File: src/rtl/vga_timing_gen.sv
// vga_timing_gen: VGA raster timing (hsync/vsync/video_on/x/y/strobes) gated by a settled PLL lock.
// Outputs are registered from the internal counters and forced to idle levels outside RUN.
module vga_timing_gen #(
    parameter int   H_ACTIVE  = 640,
    parameter int   H_FP      = 16,
    parameter int   H_SYNC    = 96,
    parameter int   H_BP      = 48,
    parameter int   V_ACTIVE  = 480,
    parameter int   V_FP      = 10,
    parameter int   V_SYNC    = 2,
    parameter int   V_BP      = 33,
    parameter logic SYNC_POL  = 1'b0,
    parameter int   LOCK_WAIT = 1024,
    parameter int   CNT_W     = 10
) (
    input  logic             clk,
    input  logic             reset_n,
    input  logic             pll_locked,
    output logic             hsync,
    output logic             vsync,
    output logic             video_on,
    output logic [CNT_W-1:0] x,
    output logic [CNT_W-1:0] y,
    output logic             line_start,
    output logic             frame_start,
    output logic             running
);
    localparam int H_TOTAL = H_ACTIVE + H_FP + H_SYNC + H_BP;
    localparam int V_TOTAL = V_ACTIVE + V_FP + V_SYNC + V_BP;
    localparam int SET_W   = $clog2(LOCK_WAIT + 1);

    localparam logic [CNT_W-1:0] H_LAST = CNT_W'(H_TOTAL - 1);
    localparam logic [CNT_W-1:0] V_LAST = CNT_W'(V_TOTAL - 1);
    localparam logic [CNT_W-1:0] H_VIS  = CNT_W'(H_ACTIVE);
    localparam logic [CNT_W-1:0] V_VIS  = CNT_W'(V_ACTIVE);
    localparam logic [CNT_W-1:0] HS_LO  = CNT_W'(H_ACTIVE + H_FP);
    localparam logic [CNT_W-1:0] HS_HI  = CNT_W'(H_ACTIVE + H_FP + H_SYNC - 1);
    localparam logic [CNT_W-1:0] VS_LO  = CNT_W'(V_ACTIVE + V_FP);
    localparam logic [CNT_W-1:0] VS_HI  = CNT_W'(V_ACTIVE + V_FP + V_SYNC - 1);
    localparam logic [SET_W-1:0] SET_LAST = SET_W'(LOCK_WAIT - 1);

    localparam logic [1:0] WAIT_LOCK = 2'd0;
    localparam logic [1:0] SETTLE    = 2'd1;
    localparam logic [1:0] RUN       = 2'd2;

    logic             lock_m, lock_s;
    logic [1:0]       state, state_nx;
    logic [SET_W-1:0] settle_cnt;
    logic [CNT_W-1:0] h_cnt, v_cnt;
    logic             active, h_wrap, v_wrap;

    // Gating with lock_s makes the edge that sees lock loss already produce idle outputs.
    assign active = (state == RUN) && lock_s;
    assign h_wrap = h_cnt == H_LAST;
    assign v_wrap = v_cnt == V_LAST;

    always_ff @(posedge clk or negedge reset_n) begin
        if (!reset_n) begin
            lock_m <= 1'b0;
            lock_s <= 1'b0;
        end else begin
            lock_m <= pll_locked;
            lock_s <= lock_m;
        end
    end

    always_comb begin
        state_nx = state;
        case (state)
            WAIT_LOCK: state_nx = lock_s ? SETTLE : WAIT_LOCK;
            SETTLE:    state_nx = !lock_s ? WAIT_LOCK : (settle_cnt == SET_LAST) ? RUN : SETTLE;
            RUN:       state_nx = lock_s ? RUN : WAIT_LOCK;
            default:   state_nx = WAIT_LOCK;
        endcase
    end

    always_ff @(posedge clk or negedge reset_n) begin
        if (!reset_n) begin
            state      <= WAIT_LOCK;
            settle_cnt <= '0;
        end else begin
            state      <= state_nx;
            settle_cnt <= (state == SETTLE && lock_s && settle_cnt != SET_LAST) ? settle_cnt + 1'b1 : '0;
        end
    end

    always_ff @(posedge clk or negedge reset_n) begin
        if (!reset_n) begin
            h_cnt <= '0;
            v_cnt <= '0;
        end else if (active) begin
            h_cnt <= h_wrap ? '0 : h_cnt + 1'b1;
            v_cnt <= !h_wrap ? v_cnt : v_wrap ? '0 : v_cnt + 1'b1;
        end else begin
            h_cnt <= '0;
            v_cnt <= '0;
        end
    end

    always_ff @(posedge clk or negedge reset_n) begin
        if (!reset_n) begin
            hsync       <= ~SYNC_POL;
            vsync       <= ~SYNC_POL;
            video_on    <= 1'b0;
            x           <= '0;
            y           <= '0;
            line_start  <= 1'b0;
            frame_start <= 1'b0;
            running     <= 1'b0;
        end else if (active) begin
            hsync       <= (h_cnt >= HS_LO && h_cnt <= HS_HI) ? SYNC_POL : ~SYNC_POL;
            vsync       <= (v_cnt >= VS_LO && v_cnt <= VS_HI) ? SYNC_POL : ~SYNC_POL;
            video_on    <= (h_cnt < H_VIS) && (v_cnt < V_VIS);
            x           <= h_cnt;
            y           <= v_cnt;
            line_start  <= h_cnt == '0;
            frame_start <= (h_cnt == '0) && (v_cnt == '0);
            running     <= 1'b1;
        end else begin
            hsync       <= ~SYNC_POL;
            vsync       <= ~SYNC_POL;
            video_on    <= 1'b0;
            x           <= '0;
            y           <= '0;
            line_start  <= 1'b0;
            frame_start <= 1'b0;
            running     <= 1'b0;
        end
    end
endmodule

File: config.mk
export PLATFORM = sky130hd
export DESIGN_NAME = vga_timing_gen
export DESIGN_NICKNAME = d
export VERILOG_FILES = /design/src/rtl/vga_timing_gen.sv
export SDC_FILE = /design/constraint.sdc
export NUM_CORES = 1
export LEC_CHECK = 0
export ABC_AREA = 1
export BUFFER_PORTS_ARGS = -buffer_cell sky130_fd_sc_hd__buf_2
export CELL_PAD_IN_SITES_DETAIL_PLACEMENT = 1
export CELL_PAD_IN_SITES_GLOBAL_PLACEMENT = 2
export CORE_MARGIN = 5
export CORE_UTILIZATION = 35
export DETAILED_ROUTE_END_ITERATION = 10
export GPL_TIMING_DRIVEN = 1
export MAX_ROUTING_LAYER = met4
export PLACE_DENSITY_LB_ADDON = 0.1
export RECOVER_POWER = 25
export SLEW_MARGIN = 20
export SYNTH_ARGS = -nofsm -noshare
export SYNTH_HDL_FRONTEND = slang
export SYNTH_SLANG_ARGS = --single-unit
File: constraint.sdc
create_clock -name clk -period 1.5 [get_ports clk]
set_input_delay 0.3 -clock clk [delete_from_list [all_inputs] [get_ports clk]]
set_output_delay 0.3 -clock clk [all_outputs]
set_load 0.01 [all_outputs]
== Yosys cells after proc, flatten, opt, wreduce, memory -nomap -nowiden ==
Cells that the tools add are included.

* Add/sub/neg operators: 3
* Order comparisons: 6
* Equality and inequality tests: 7
* Multiplexer cells: 21
* Reduce and logical (&&, ||, !) cells: 10

{| class="wikitable"
|+ Operators by type and width
! kind !! count
|-
| two-way mux 10 bit || 7
|-
| adder 10 x 1 -> 10 bit (second input constant) || 2
|-
| == test 10 bit (second input constant) || 2
|-
| logical NOT 10 bit || 2
|-
| adder 11 x 1 -> 11 bit (second input constant) || 1
|-
| == test 11 x 10 -> 1 bit (second input constant) || 1
|-
| two-way mux 11 bit || 1
|-
| inequality test 11 x 10 -> 1 bit (second input constant) || 1
|-
| greater-or-equal comparator 10 bit (second input constant) || 1
|-
| greater-or-equal comparator 10 x 9 -> 1 bit (second input constant) || 1
|-
| less-or-equal comparator 10 bit (second input constant) || 1
|-
| less-or-equal comparator 10 x 9 -> 1 bit (second input constant) || 1
|-
| less-than comparator 10 bit (second input constant) || 1
|-
| less-than comparator 10 x 9 -> 1 bit (second input constant) || 1
|-
| two-way mux 1 bit || 9
|-
| logical AND 1 bit || 7
|-
| two-way mux 2 bit || 3
|-
| case mux 2 bit (3 select lines) || 1
|-
| == test 2 x 1 -> 1 bit (second input constant) || 1
|-
| == test 2 bit (second input constant) || 1
|-
| logical NOT 2 bit || 1
|-
| inequality test 2 x 1 -> 1 bit (second input constant) || 1
|}

* Register bits after elaboration: 61
* Input port bits: 3
* Output and inout port bits: 26
* Logic and storage cells: 61

== Logic depth before layout (Yosys ltp) ==
* Depth in word-level cells: 4
* Depth in mapped cells: 9
* Mapped depth without buffers: 9

== Worst setup path after synthesis ==
Ideal clock, no wire load.

* Kind: register to register
* Start point: reg h_cnt[0]
* End point: reg v_cnt[7]
* Arrival time: 1,280 ps
* Required time: 1,374 ps
* Slack: 95 ps
* Stages on the path, launching flop included: 10
* Path buffers: 1
* Period minus slack after synthesis: 1,405 ps
* Cells stage by stage: dfrtp_1 -> ha_1 -> nand2_2 -> nor2_4 -> nand2_4 -> nor2_4 -> nor2_4 -> buf_6 -> nand2_1 -> o21ai_1

* Cells in the longest elaborated chain, start to end: 2

{| class="wikitable"
|+ Ends and longest elaborated chain
! item !! RTL line !! RTL
|-
| start, declared || 49 || <nowiki>logic [CNT_W-1:0] h_cnt, v_cnt;</nowiki>
|-
| start signal, assigned || 92 || <nowiki>h_cnt <= h_wrap ? '0 : h_cnt + 1'b1;</nowiki>
|-
| == test 10 bit || 54 || <nowiki>assign h_wrap = h_cnt == H_LAST;</nowiki>
|-
| inequality test 2 x 1 -> 1 bit (no line) || n/a ||
|-
| end signal, assigned || 93 || <nowiki>v_cnt <= !h_wrap ? v_cnt : v_wrap ? '0 : v_cnt + 1'b1;</nowiki>
|-
| end, declared || 49 ||
|}

Every way passes these cells.
A chain may end at the register's enable or synchronous reset.

== Final worst setup path ==
Ends and elaborated chain as after synthesis.

==> metrics <==
outcome finished, final reports clean; NumNets Final 408; dpl hpwl 5.22 mm; M3 GR Usage 0.0273; vias in the first global route 2556; CTS tree yes; placer congestion estimate 0.766; final setup violation count 0; final worst path period share 0.969; Inserted Clock Buffers 9; CTS max path bufs 2; Crit. End Element register; met1 Use GR 0.204; Worst setup SP type register; placed inst area 3190 sq um; sequential standard cell area 1530 sq um; most common cell after layout, fill and taps aside nand2_1; drt via density 4.71; Syn Nets 343; FMAX 688 MHz; share of layout cells above drive strength 1 0.223; slew of the pin with the lowest slew margin 0.848 ns; Rel. slew slack 0.435; Most common cell on crit path nor2_4; CP Cell Sequence ha_4, nand2_2, nor2_4, nand2_4, nor2_4, nor2_4, buf_4, nand2_1, o21ai_1; WS Path Type register to register; Pleak 0.00181 uW; post-DR wirelength/cell 14.3 um; fin crit period 1.45 ns; #FFs+latches synth 61; DP Cell Count 480; DRT antenna net count 0; Synth cell types 27; Mapped Area 2790 sq um; Area growth syn-to-layout 26.3%; Clock Pin Slew Worst Setup and Hold Paths 0.07 ns; post-synth top area share 0.530; Starting Density 0.361; clock sink count 61; synth top area cells dfrtp_1, nand2_1, nor2_1, inv_1, nand3_1; Core Region 7730 sq um; design area 3520 sq um; Buffers & Inverters on Critical Path 1; Final Max Tran Viols 0; CP required 1.73 ns; worst-path maximum fanout 10; most frequent cells in the layout nand2_1, nor2_1, dfrtp_1; Arrival @ worst endpoint 1.68 ns; Port Buffers 28; fillcell total 964; chip width 99.2 um; Total Routing Usage GR 0.165; Max rail drop VDD 0.481 mV; 1st-pass router iterations 4; unrepaired setup endpoints after global routing yes; met2 Usage GRT 0.268; Synth Area per Inst 8.34 sq um; CP max stage delay 0.40 ns; global route overflow 0; via count 2384; PwrDens 944 nW/um^2; area leader, netlist dfrtp_1; type of the tightest min-delay check input pin to register; Worst path slowest cell dfrtp_1; synthesized instance count 334; I/O pin count 29; Iteration-0 DRC Markers 57; first-pass GRT wire length 12.5 mm; Clock Latency Late Sink 0.35 ns; sequential cell area fraction in the yosys report 0.549; CP top delay family simple AND/OR/NAND/NOR gates; H-tree levels 3; diode count 0; Synth Warn # 0; busiest grt layer met2; largest net degree at the start of global routing 62; Layout Skew 0.0106 ns; final WL 7.21 mm; final hold viol count 0; root buf cell clkbuf_8; Finished Layout Cells 506; die area 9850 sq um; die height 99.2 um; initial antenna violation count 0; row count 32; number of max-cap violations 0; multi-input logic area 1110 sq um; detailed-route DRC error count 0
## path summary, 6_finish.rpt
kind / slack (ns) / cells after the start / to / start
setup / recovery: 0.05 / 9 / v_cnt[7] / h_cnt[0]
hold / removal: 0.06 / 1 / lock_m / pll_locked
setup reg to reg: 0.05 / 9 / v_cnt[7] / h_cnt[0]
hold reg to reg: 0.36 / 0 / lock_s / lock_m
max in group asynchronous: 0.24 / 3 / x[0] / reset_n
min in group asynchronous: 0.70 / 3 / settle_cnt[2] / reset_n
## registers in the layout, summed over array words and instances (netlist names)
register and cells:
frame_start 1, h_cnt 10, hsync 1, line_start 1, lock_m 1, lock_s 1, running 1, settle_cnt 11
state 2, v_cnt 10, video_on 1, vsync 1, x 10, y 10
## final cells by class
| cell class | instances | area share |
|---|---|---|
| Clock buffer | 11 | 0.0373 |
| Inverter | 49 | 0.0523 |
| Clock inverter | 5 | 0.0213 |
| Multi-Input combinational cell | 221 | 0.316 |
| Timing Repair Buffer | 57 | 0.102 |
| Tap cell | 102 | 0.0363 |
| Sequential cell | 61 | 0.435 |
## cells by family (layout without fill, tap and decap cells)
logic type	count (synthesis)	in the layout	synth area share
xor gates and xnor gates	5	5	0.0157
buffers and inverters	53	122	0.0745
AOI/OAI and AO/OA	17	17	0.0359
and+or+nand+nor	192	193	0.298
adders and majority gates	6	6	0.0269
DFF	61	61	0.549
## worst reg2reg max path, stage by stage, from the launching register on
cell,delay [ns]
dfrtp_1,0.40
ha_4,0.16
nand2_2,0.07
nor2_4,0.17
nand2_4,0.07
nor2_4,0.12
nor2_4,0.05
buf_4,0.17
nand2_1,0.06
o21ai_1,0.05
## cell usage after synthesis
cell type	n
nand3_2	1
inv_2	1
o21ai_0	5
nand2_4	1
nor2_4	3
nand2_1	75
o2111ai_1	1
a31oi_1	1
ha_1	6
xnor2_1	1
dfrtp_1	59
buf_2	1
clkbuf_1	2
o21bai_1	3
nor4_1	1
inv_1	48
o31ai_1	1
nand4_1	8
nand3_1	31
nor2_1	64
nand2_2	2
o21ai_1	2
nor3_1	6
buf_6	1
a21oi_1	4
dfstp_2	2
xor2_1	4
## report_power, final
group          switching (uW)  total (uW)  internal (uW)  leakage [uW]
Combinational            59.5        78.5           19.0      0.000860
Clock                     651        1580            928      0.000107
Sequential               7.55        1660           1660      0.000838
Total                     718        3320           2600       0.00181
## metrics by stage
step / util / setup TNS, ns / setup WS [ns] / total power, uW / hold WS, ns
2_1_floorplan: - / 0 / 0.0945 / 1720 / 0.00441
3_3_place_gp: 0.413 / -0.0253 / -0.0114 / 1770 / 0.336
3_5_place_dp: 0.413 / -0.604 / -0.0586 / 1770 / 0.345
4_1_cts: 0.445 / 0 / 0.00676 / 3380 / 0.0496
5_1_grt: 0.455 / -0.342 / -0.0441 / 3470 / 0.0595
6_report: 0.455 / 0 / 0.0466 / 3320 / 0.0628
## routing by layer
metal,part of all wire,up-vias
met3,0.033,12
met2,0.49,32
met1,0.45,1162
li1,-,1178
met4,0.021,0
met5,0,-
## timing repair
| item | in CTS | in global routing |
|---|---|---|
| gates resized for setup | 3 | 12 |
| cloned | 0 | 1 |
| setup buffers | 2 | 6 |
| pin swaps | 1 | 8 |
| endpoints found under the setup margin | 23 | 23 |
| hold buffers | 1 | 0 |
| hold endpoints to repair | 59 | 0 |
(Power assumes the default switching activity.)
